===== config.mk =====
export PLATFORM = sky130hd
export DESIGN_NAME = seg_scan_driver
export DESIGN_NICKNAME = d
export VERILOG_FILES = /design/src/rtl/seg_scan_driver.sv
export SDC_FILE = /design/constraint.sdc
export NUM_CORES = 1
export LEC_CHECK = 0
export BUFFER_PORTS_ARGS = -buffer_cell sky130_fd_sc_hd__buf_2
export CAP_MARGIN = 20
export CORE_MARGIN = 1
export CORE_UTILIZATION = 34
export DETAILED_ROUTE_END_ITERATION = 10
export MAX_ROUTING_LAYER = met4
export RECOVER_POWER = 50
export SLEW_MARGIN = 30
export SYNTH_ARGS = -nofsm -noshare
export SYNTH_HDL_FRONTEND = slang
export SYNTH_SLANG_ARGS = --single-unit
export TNS_END_PERCENT = 30

===== constraint.sdc =====
create_clock -name clk_i -period 5.6 [get_ports clk_i]
set_clock_uncertainty 0.1 [all_clocks]
set_input_delay 0.56 -clock clk_i [delete_from_list [all_inputs] [get_ports clk_i]]
set_output_delay 0.56 -clock clk_i [all_outputs]
set_load 0.05 [all_outputs]

===== src/rtl/seg_scan_driver.sv =====
// seg_scan_driver
// Multiplexed hex 7-segment display driver. A slow scan strobe from the clock
// divider steps through NUM_DIGITS digits one at a time. Every digit change
// inserts a short all-anodes-off gap so the previous digit's segments never
// ghost onto the next anode. Displayed data comes from a shadow register
// that only changes on load_i, so a value update never tears mid-scan.
//
// Ports:
//   clk_i        system clock
//   reset_i      asynchronous, active-high reset
//   tick_i       scan strobe (level, asynchronous); each rising edge advances
//   value_i      hex nibbles, nibble 0 (bits 3:0) is the rightmost digit
//   dp_i         decimal point per digit
//   load_i       capture value_i / dp_i into the shadow register
//   blank_lz_i   enable leading-zero blanking
//   seg_o        segments, bit order gfedcba (polarity per SEG_ACTIVE_LOW)
//   dp_o         decimal point of the active digit (polarity per SEG_ACTIVE_LOW)
//   an_o         digit enables, one-hot while showing (polarity per AN_ACTIVE_LOW)
//   digit_idx_o  index of the digit currently shown, or next to be shown
//
// state | meaning
// ------+---------------------------------------------------------------
// SHOW  | anode idx driven with its decoded nibble; waits for a scan tick
// BLANK | all anodes off for BLANK_CYCLES clocks, then idx advances

module seg_scan_driver #(
    parameter int NUM_DIGITS     = 4,
    parameter int BLANK_CYCLES   = 2,
    parameter bit SEG_ACTIVE_LOW = 1'b1,
    parameter bit AN_ACTIVE_LOW  = 1'b1
) (
    input  logic                          clk_i,
    input  logic                          reset_i,
    input  logic                          tick_i,
    input  logic [4*NUM_DIGITS-1:0]       value_i,
    input  logic [NUM_DIGITS-1:0]         dp_i,
    input  logic                          load_i,
    input  logic                          blank_lz_i,
    output logic [6:0]                    seg_o,
    output logic                          dp_o,
    output logic [NUM_DIGITS-1:0]         an_o,
    output logic [$clog2(NUM_DIGITS)-1:0] digit_idx_o
);

    localparam int IDX_W = $clog2(NUM_DIGITS);
    localparam int CNT_W = $clog2(BLANK_CYCLES + 1);

    localparam logic [IDX_W-1:0] LAST_IDX = IDX_W'(NUM_DIGITS - 1);
    localparam logic [IDX_W-1:0] IDX_ONE  = IDX_W'(1);
    localparam logic [CNT_W-1:0] CNT_LOAD = CNT_W'(BLANK_CYCLES - 1);
    localparam logic [CNT_W-1:0] CNT_ONE  = CNT_W'(1);

    // Inactive output levels; XOR with these converts active-high to pin polarity.
    localparam logic [6:0]            SEG_OFF = {7{SEG_ACTIVE_LOW}};
    localparam logic                  DP_OFF  = SEG_ACTIVE_LOW;
    localparam logic [NUM_DIGITS-1:0] AN_OFF  = {NUM_DIGITS{AN_ACTIVE_LOW}};

    localparam logic [0:0] ST_SHOW  = 1'b0;
    localparam logic [0:0] ST_BLANK = 1'b1;

    // Active-high gfedcba glyphs for 0-9, A, b, C, d, E, F.
    function automatic logic [6:0] hex_to_seg(input logic [3:0] nib);
        logic [6:0] seg;
        case (nib)
            4'h0:    seg = 7'h3F;
            4'h1:    seg = 7'h06;
            4'h2:    seg = 7'h5B;
            4'h3:    seg = 7'h4F;
            4'h4:    seg = 7'h66;
            4'h5:    seg = 7'h6D;
            4'h6:    seg = 7'h7D;
            4'h7:    seg = 7'h07;
            4'h8:    seg = 7'h7F;
            4'h9:    seg = 7'h6F;
            4'hA:    seg = 7'h77;
            4'hB:    seg = 7'h7C;
            4'hC:    seg = 7'h39;
            4'hD:    seg = 7'h5E;
            4'hE:    seg = 7'h79;
            4'hF:    seg = 7'h71;
            default: seg = 7'h00;
        endcase
        return seg;
    endfunction

    // ------------------------------------------------------------------
    // Tick synchronizer and rising-edge detect
    // ------------------------------------------------------------------
    logic tick_s1_q, tick_s1_d;
    logic tick_s2_q, tick_s2_d;
    logic tick_dly_q, tick_dly_d;
    logic tick_rise;

    always_comb begin
        tick_s1_d  = tick_i;
        tick_s2_d  = tick_s1_q;
        tick_dly_d = tick_s2_q;
    end

    // One pulse per rising edge no matter how long tick_i stays high.
    assign tick_rise = tick_s2_q & ~tick_dly_q;

    // ------------------------------------------------------------------
    // Scan FSM with blanking down-counter
    // ------------------------------------------------------------------
    logic [0:0]       state_q, state_d;
    logic [CNT_W-1:0] cnt_q, cnt_d;
    logic [IDX_W-1:0] idx_q, idx_d;

    always_comb begin
        state_d = state_q;
        cnt_d   = cnt_q;
        idx_d   = idx_q;
        case (state_q)
            ST_SHOW: begin
                if (tick_rise) begin
                    state_d = ST_BLANK;
                    cnt_d   = CNT_LOAD;
                end
            end
            ST_BLANK: begin
                // A tick landing here is dropped on purpose: queuing it would
                // shorten the next digit's on-time and make the scan uneven.
                if (cnt_q == '0) begin
                    state_d = ST_SHOW;
                    idx_d   = (idx_q == LAST_IDX) ? '0 : idx_q + IDX_ONE;
                end else begin
                    cnt_d = cnt_q - CNT_ONE;
                end
            end
            default: state_d = ST_SHOW;
        endcase
    end

    // ------------------------------------------------------------------
    // Shadow register
    // ------------------------------------------------------------------
    logic [4*NUM_DIGITS-1:0] shadow_val_q, shadow_val_d;
    logic [NUM_DIGITS-1:0]   shadow_dp_q, shadow_dp_d;

    always_comb begin
        shadow_val_d = shadow_val_q;
        shadow_dp_d  = shadow_dp_q;
        if (load_i) begin
            shadow_val_d = value_i;
            shadow_dp_d  = dp_i;
        end
    end

    // ------------------------------------------------------------------
    // Digit selection, leading-zero detect and output register
    // ------------------------------------------------------------------
    logic [3:0]            cur_nib;
    logic                  cur_dp;
    logic                  cur_dark;
    logic                  upper_zero;
    logic [NUM_DIGITS-1:0] an_sel;
    logic [6:0]            seg_act;

    logic [6:0]            seg_q, seg_d;
    logic                  dp_q, dp_d;
    logic [NUM_DIGITS-1:0] an_q, an_d;

    always_comb begin
        cur_nib    = 4'h0;
        cur_dp     = 1'b0;
        cur_dark   = 1'b0;
        upper_zero = 1'b1;
        an_sel     = '0;
        // Walk from the most significant digit down so upper_zero means
        // "this nibble and every nibble to its left are zero" at digit k.
        for (int k = NUM_DIGITS - 1; k >= 0; k--) begin
            upper_zero = upper_zero & (shadow_val_q[4*k +: 4] == 4'h0);
            if (idx_q == IDX_W'(k)) begin
                cur_nib   = shadow_val_q[4*k +: 4];
                cur_dp    = shadow_dp_q[k];
                cur_dark  = upper_zero & (k != 0);
                an_sel[k] = 1'b1;
            end
        end

        seg_act = (blank_lz_i && cur_dark) ? 7'h00 : hex_to_seg(cur_nib);

        seg_d = SEG_OFF;
        dp_d  = DP_OFF;
        an_d  = AN_OFF;
        if (state_q == ST_SHOW) begin
            seg_d = seg_act ^ SEG_OFF;
            dp_d  = cur_dp ^ DP_OFF;
            an_d  = an_sel ^ AN_OFF;
        end
    end

    // ------------------------------------------------------------------
    // State registers
    // ------------------------------------------------------------------
    always_ff @(posedge clk_i or posedge reset_i) begin
        if (reset_i) begin
            tick_s1_q    <= 1'b0;
            tick_s2_q    <= 1'b0;
            tick_dly_q   <= 1'b0;
            state_q      <= ST_SHOW;
            cnt_q        <= '0;
            idx_q        <= '0;
            shadow_val_q <= '0;
            shadow_dp_q  <= '0;
            seg_q        <= SEG_OFF;
            dp_q         <= DP_OFF;
            an_q         <= AN_OFF;
        end else begin
            tick_s1_q    <= tick_s1_d;
            tick_s2_q    <= tick_s2_d;
            tick_dly_q   <= tick_dly_d;
            state_q      <= state_d;
            cnt_q        <= cnt_d;
            idx_q        <= idx_d;
            shadow_val_q <= shadow_val_d;
            shadow_dp_q  <= shadow_dp_d;
            seg_q        <= seg_d;
            dp_q         <= dp_d;
            an_q         <= an_d;
        end
    end

    assign seg_o       = seg_q;
    assign dp_o        = dp_q;
    assign an_o        = an_q;
    assign digit_idx_o = idx_q;

endmodule


==> summary.txt, run 1 <==
Outcome
  • Status: finished, violations left
  • Failing checks: capacitance limit, slew limit

Worst setup path
  • Top delay family on crit path: adder cells
  • Arr. time, crit path: 2860 ps
  • Worst Path Required: 5690 ps
  • CP Launch Type: flop
  • WP buf/inv: 2
  • Crit-path max cell delay: 520 ps
  • Critical path peak fanout: 15
  • Slowest cell on crit path: ha_1
  • WS Path Type: reg -> reg
  • Critical path, cell by cell: inv_1 -> ha_1 -> nor2_1 -> a221oi_2 -> inv_1 -> ha_1 -> mux2_1 -> nand2_1 -> o211ai_1
  • CP endpoint kind: flop

Floorplan
  • Number of cell rows: 27
  • Die ar.: 6150 sq um
  • Core area: 5570 sq um
  • Initial Utilization: 35.6%
  • Die Ht: 78.4 microns
  • Total I/O pin count: 39
  • DIE WIDTH: 78.4 microns

Cells and area
  • Nets: 236
  • Share of layout cells above drive strength 1: 42.8%
  • Ant. Diodes: 0
  • Non-Filler Instances: 273
  • Synthesis-to-finish area growth: 18.5%
  • Final Util: 42.2%

Timing
  • Worst Tran Pin Value: 2040 ps
  • Fin Setup TNS: 0 ps
  • Tcrit/Tclk final: 49.3%
  • Final hold violation count: 0
  • Slew HR: -36.2%
  • RSZ-0062 raised after global routing: false
  • Max-slew violations: 41
  • Final min period: 2760 ps
  • Maximum clock rate: 362 MHz
  • Setup violators final: 0

Power
  • Cell-internal power: 0.830 mW
  • Pleak: 1.06 nW
  • Overall Power: 1.46 mW
  • Clock share of power: 17.3%
  • Worst ir drop on vdd: 0.273 mV
  • Pwr dens: 620 nW/um^2
  • Sequential power share: 29.7%
  • Combinational share of power: 53.0%
  • Switching share of power: 43.1%
  • Sw power: 0.629 mW

Synthesis
  • Most used DFF post-synth: dfrtp_1
  • Avg Synthesized Cell Area: 12.4 sq um
  • Fraction of registers with async set/reset: 100%
  • Syn Inst Count: 160
  • Syn_nets: 196
  • Post-synth top area share: 35.3%
  • Post-synthesis cell area: 1990 sq um
  • Synth area leaders: dfrtp_1 (35%), dfstp_2 (16%), mux2_2 (11%), ha_1 (6.9%), inv_1 (2.1%)
  • Post-synthesis sequential area ratio: 51.2%
  • YS warnings: 0
  • Post-synth EDFFs: 0
  • Top-count cell post-synth: dfrtp_1
  • Synthesis-stage register bit count: 40
  • Synth cell count leaders: dfrtp_1 (28), mux2_2 (20), dfstp_2 (12), ha_1 (11), inv_1 (11)
  • Largest area contributor in the netlist: dfrtp_1
  • Yosys cell types: 46

Global route
  • Gr usage total: 13.7%
  • Pin count of the biggest net entering global routing: 41
  • Global-route wire length before repair: 6130 microns
  • Number of global-route vias before repair: 1,196
  • Congestion Overflow GR: 0
  • Initial antenna violation count: 0

Hold path
  • Hold Crit Class: reg -> reg

Clock network
  • Worst-Skew Late Latency: 290 ps
  • CTS tree: yes
  • CTS sink cnt: 40
  • # resized after CTS: 0
  • Hold-fix buffer count after cts: 0
  • Total CTS buffers: 5
  • Max H-tree Level: 2
  • CTS Root Cell: clkbuf_8
  • Setup bufs post-CTS: 0
  • Longest Clk Path Bufs: 2
  • Clock slew at reported path FFs: 70 ps

Route
  • Drt wl/cell: 13.2 microns
  • Drt total wl: 3610 microns
  • Via count: 1,304
  • Initial DRC Count: 62
  • DRC: 0
  • Antenna viol nets, final: 0
  • Pre-antenna DRT Iters: 4
  • DR vias/cell: 4.78

Place
  • Hpwl dp: 2680 microns
  • Cells after DPL: 265
  • Port buffer count: 38
  • Final Wtd Congestion: 0.889

Run
  • Max cap viols: 1
==> layout make-up <==
cell class                      count  area [sq um]
Clock buffer                        7          96.3
Clock inverter                      1          30.0
Fill cell                         550          3220
Inverter                           13          48.8
Multi-Input combinational cell    101           878
Sequential cell                    40          1020
Tap cell                           72          90.1
Timing Repair Buffer               39           193
==> per-layer routing <==
metal	vias to the layer above	part of all wire [%]	global-route usage [%]
li1	645	-	-
met1	618	50	18.6
met2	37	44	18.9
met3	4	4.4	3.95
met4	0	1.8	6.11
met5	-	0	-
==> metrics by stage <==
step | setup WS (ps) | cell area (sq um) | hold slack (ps)
after global routing | 2580 | 2350 | 256
after floorplan | 2790 | 1990 | 231
after CTS | 2840 | 2360 | 257
final | 2840 | 2350 | 255
after detailed placement | 2860 | 2230 | 240
after global placement | 2950 | 2230 | 233
==> flip-flops by register name, summed over array words and instances (netlist names), 2 cells and up <==
name,cells
shadow_val_q,16
seg_o,7
an_o,4
shadow_dp_q,4
cnt_q,2
digit_idx_o,2
==> path summary, 6_finish.rpt <==
path | from | endpoint | slack [ps] | cells past startpoint
min in group asynchronous | reset_i | state_q | 900 | 3
max in group asynchronous | reset_i | shadow_dp_q[0] | 3330 | 3
setup reg to reg | digit_idx_o[0] | seg_o[5] | 2840 | 9
hold / removal | tick_s1_q | tick_dly_d | 250 | 0
setup / recovery | digit_idx_o[0] | seg_o[5] | 2840 | 9
hold reg to reg | tick_s1_q | tick_dly_d | 250 | 0
==> power by group through the flow <==
stage                     logic, mW  clock network, mW  registers, mW
after floorplan               0.481                  0          0.606
after global placement        0.770                  0          0.439
after detailed placement      0.776                  0          0.439
after CTS                     0.777              0.261          0.434
after global routing          0.850              0.278          0.444
final                         0.773              0.253          0.433
==> layout by cell type (no fill, tap or decap), types with 2 or more instances in the layout <==
cell type and n:
nor3_1 2, clkbuf_1 2, nor4_1 2, buf_2 37, nor2_1 4, inv_1 11
mux2i_1 3, mux2_1 2, nor3b_1 4, clkbuf_8 7, a22o_1 2, nor2b_1 4
o211ai_1 2, dfstp_2 12, o21ai_0 2, o221ai_1 3, mux2_2 20, ha_1 11
a21oi_1 4, nand2_1 9, dfrtp_1 28, nand2b_1 6
==> cells by family (layout without fill, tap and decap cells) <==
| family | after synthesis | in the layout | share of synthesized area, % |
|---|---|---|---|
| and+or+nand+nor | 39 | 39 | 12.2 |
| buffers and inverters | 19 | 60 | 4.60 |
| AOI/OAI and AO/OA | 26 | 26 | 11.2 |
| DFF | 40 | 40 | 51.2 |
| muxes | 25 | 25 | 14.0 |
| adders and majority gates | 11 | 11 | 6.93 |
Note: power is estimated with default switching activity, not from simulation.
==> run 2, diff against run 1 <==
- ABC_AREA: default -> 1
- clock period: 5.6 -> 2.35 ns (I/O delays scaled with it)
==> run 2 against run 1 <==
  * The run now ends clean
  * Register-to-register slack worse by 2600 ps
  * Largest power group unchanged
  * Critical endpoint unchanged
  * Clock power rose by 140%
  * Synthesized area rose by 6.3%
  * Setup slack got worse by 2600 ps
  * Highest routed layer unchanged
==> summary.txt, run 2 <==
Outcome
  • Status: finished clean (was finished, violations left)

Worst setup path
  • Crit-path max cell delay: 460 ps (was 520 ps)
  • Slowest cell on crit path: dfrtp_1 (was ha_1)
  • CP Launch Type: flop (unchanged)
  • Critical path peak fanout: 8 (was 15)
  • Reg-to-reg startpoint: digit_idx_o[0] (unchanged)
  • Most frequent CP cell: nand2_1
  • FF-to-FF End: seg_o[5] (unchanged)
  • R2r worst-path depth: 13 (was 9)
  • Worst Path Required: 2480 ps (was 5690 ps)
  • Critical path, cell by cell: inv_2 -> ha_4 -> inv_4 -> nand2_1 -> nand3_1 -> nand2_1 -> nand2_1 -> inv_2 -> ha_1 -> nand3_1 -> o21ai_1 -> nand2_1 -> nand2_1 (was inv_1 -> ha_1 -> nor2_1 -> a221oi_2 -> inv_1 -> ha_1 -> mux2_1 -> nand2_1 -> o211ai_1)
  • Arr. time, crit path: 2220 ps (was 2860 ps)
  • WP buf/inv: 3 (was 2)
  • Reg-to-reg setup timing slack: 260 ps (was 2840 ps)
  • Top delay family on crit path: simple AND/OR/NAND/NOR gates (was adder cells)
  • CP endpoint kind: flop (unchanged)
  • WS Path Type: reg -> reg (unchanged)

Global route
  • Pin count of the biggest net entering global routing: 41 (unchanged)
  • Global-route wire length before repair: 7100 microns (was 6130 microns)
  • Number of global-route vias before repair: 1,552 (was 1,196)
  • Gr usage total: 14.8% (was 13.7%)
  • Initial antenna violation count: 0 (unchanged)
  • Congestion Overflow GR: 0 (unchanged)

Synthesis
  • Synthesis-stage register bit count: 40 (unchanged)
  • Largest area contributor in the netlist: dfrtp_1 (unchanged)
  • YS warnings: 0 (unchanged)
  • Synth area leaders: dfrtp_1 (33%), dfstp_2 (15%), nand2_1 (9.1%), ha_1 (6.5%), mux2_2 (5.3%) (was dfrtp_1 (35%), dfstp_2 (16%), mux2_2 (11%), ha_1 (6.9%), inv_1 (2.1%))
  • Fraction of registers with async set/reset: 100% (unchanged)
  • Syn_nets: 260 (was 196)
  • Yosys cell types: 33 (was 46)
  • Post-synthesis cell area: 2110 sq um (was 1990 sq um)
  • Synth cell count leaders: nand2_1 (51), dfrtp_1 (28), inv_1 (28), nand3_1 (19), o21ai_0 (18) (was dfrtp_1 (28), mux2_2 (20), dfstp_2 (12), ha_1 (11), inv_1 (11))
  • Post-synthesis sequential area ratio: 48.1% (was 51.2%)
  • Post-synth EDFFs: 0 (unchanged)
  • Post-synth top area share: 33.2% (was 35.3%)
  • Avg Synthesized Cell Area: 9.42 sq um (was 12.4 sq um)
  • Top-count cell post-synth: nand2_1 (was dfrtp_1)
  • Most used DFF post-synth: dfrtp_1 (unchanged)
  • Syn Inst Count: 224 (was 160)

Clock network
  • Longest Clk Path Bufs: 2 (unchanged)
  • CTS Root Cell: clkbuf_8 (unchanged)
  • Max H-tree Level: 2 (unchanged)
  • CTS sink cnt: 40 (unchanged)
  • CTS tree: yes (unchanged)
  • Setup bufs post-CTS: 0 (unchanged)
  • Worst-Skew Late Latency: 290 ps (about the same)
  • Total CTS buffers: 5 (unchanged)
  • Clock slew at reported path FFs: 80 ps (was 70 ps)

Power
  • Overall Power: 3.67 mW (was 1.46 mW)
  • Worst ir drop on vdd: 0.527 mV (was 0.273 mV)
  • Pwr dens: 1440 nW/um^2 (was 620 nW/um^2)
  • Pleak: 1.25 nW (was 1.06 nW)

Floorplan
  • DIE WIDTH: 80.8 microns (was 78.4 microns)
  • Number of cell rows: 28 (was 27)
  • Total I/O pin count: 39 (unchanged)
  • Initial Utilization: 35.4% (was 35.6%)
  • Die ar.: 6530 sq um (was 6150 sq um)
  • Die Ht: 80.8 microns (was 78.4 microns)
  • Core area: 5960 sq um (was 5570 sq um)

Cells and area
  • Most flop-heavy register: shadow_val_q (unchanged)
  • Commonest non-fill, non-tap cell in the layout: nand2_1 (was buf_2)
  • Ant. Diodes: 0 (unchanged)
  • Nets: 303 (was 236)
  • Share of layout cells above drive strength 1: 37.7% (was 42.8%)
  • Final instance area: 2550 sq um (was 2350 sq um)
  • Max reg flops: 16 (unchanged)
  • Synthesis-to-finish area growth: 20.8% (was 18.5%)
  • Most frequent cells in the layout: nand2_1 (51), buf_2 (37), dfrtp_1 (28) (was buf_2 (37), dfrtp_1 (28), mux2_2 (20))
  • Final Util: 42.8% (was 42.2%)

Place
  • Post-DP Area: 2370 sq um (was 2230 sq um)
  • Hpwl dp: 2960 microns (was 2680 microns)
  • Final Wtd Congestion: 0.785 (was 0.889)
  • Port buffer count: 38 (unchanged)

Hold path
  • Worst hold stages: 3 (was 0)
  • Hold Crit Endpoint: shadow_val_q[11] (was tick_dly_d)
  • Hold Crit Class: in -> reg (was reg -> reg)
  • HP Start: value_i[11] (was tick_s1_q)

Route
  • Antenna viol nets, final: 0 (unchanged)
  • Pre-antenna DRT Iters: 4 (unchanged)
  • Drt wl/cell: 11.6 microns (was 13.2 microns)
  • Initial DRC Count: 79 (was 62)
  • DRC: 0 (unchanged)
  • DR vias/cell: 4.54 (was 4.78)
  • Via count: 1,556 (was 1,304)
  • Drt total wl: 3960 microns (was 3610 microns)

Timing
  • Maximum clock rate: 477 MHz (was 362 MHz)
  • Final min period: 2090 ps (was 2760 ps)
  • Max-slew violations: 0 (was 41)
  • Worst Tran Pin Value: 1210 ps (was 2040 ps)
  • Slew HR: 19.5% (was -36.2%)
  • Final hold violation count: 0 (unchanged)
  • Tcrit/Tclk final: 89.1% (was 49.3%)
  • Setup violators final: 0 (unchanged)
  • Fin Setup TNS: 0 ps (unchanged)
  • RSZ-0062 raised after global routing: false (unchanged)

Run
  • Max cap viols: 0 (was 1)
## run 2: cell count changes in the layout (fill, tap and decap cells not counted), sizes merged, moves of 4 or more
cell    before  now
nor2         4   10
o21ai        3   20
nor2b        4    0
inv         12   32
nand2        9   62
mux2        22   10
nand2b       6    0
nand3        0   20
nor3b        5    0
## run 2: report_power, final
group / switching (mW) / internal (mW) / total, mW
Clock: 0.230 / 0.375 / 0.605
Sequential: 0.0826 / 0.933 / 1.02
Combinational: 1.40 / 0.644 / 2.05
Total: 1.72 / 1.95 / 3.67
## run 2: metrics by stage
stage | instances | hold slack, ps | worst slack (ps)
floorplan | 224 | 166 | 86.7
global placement | 333 | 235 | 145
detailed placement | 333 | 244 | 89.7
CTS | 343 | 45.7 | 56.8
global route | 343 | 54.7 | 27.4
finish | 343 | 51.4 | 256
## run 2: cells by family (layout without fill, tap and decap cells)
logic type | Yosys count | in the layout | synth area share [%]
buffers and inverters | 39 | 83 | 8.30
AND/OR/NAND/NOR | 95 | 95 | 23.7
adder cells (fa/ha/maj) | 11 | 11 | 6.52
AO/OA/AOI/OAI | 29 | 29 | 8.06
flip-flops | 40 | 40 | 48.1
multiplexers | 10 | 10 | 5.34
## run 2: worst max-delay path by stage
stage	start	end	cells after the start
2_1_floorplan	digit_idx_o[0]	seg_o[1]	15
3_3_place_gp	digit_idx_o[0]	seg_o[3]	13
3_5_place_dp	digit_idx_o[0]	seg_o[5]	13
4_1_cts	digit_idx_o[0]	seg_o[5]	13
5_1_grt	digit_idx_o[0]	seg_o[5]	13
6_report	digit_idx_o[0]	seg_o[5]	13
## run 2: layout make-up
cell class | instances | area (sq um)
Fill cell | 615 | 3410
Sequential cell | 40 | 1020
Multi-Input combinational cell | 145 | 960
Timing Repair Buffer | 42 | 221
Inverter | 33 | 133
Clock buffer | 7 | 96.3
Tap cell | 75 | 93.8
Clock inverter | 1 | 30.0
## run 2: tightest hold or removal path, stage by stage
cell	delay, ps
buf_2	70
nand2_1	40
o21ai_0	50
## run 2: timing repair
| item | CTS | global route |
|---|---|---|
| hold buffers | 2 | 0 |
| endpoints found under the hold margin | 29 | 0 |
| resized for setup | 0 | 9 |
| endpoints found under the setup margin | 0 | 5 |
## run 2: metal layers
| layer | part of all wire, % | global-route usage (%) | up-vias |
|---|---|---|---|
| met1 | 49 | 19.7 | 723 |
| met3 | 3.9 | 3.37 | 6 |
| met2 | 45 | 22.4 | 32 |
| met5 | 0 | - | - |
| met4 | 1.5 | 4.82 | 0 |
| li1 | - | - | 795 |
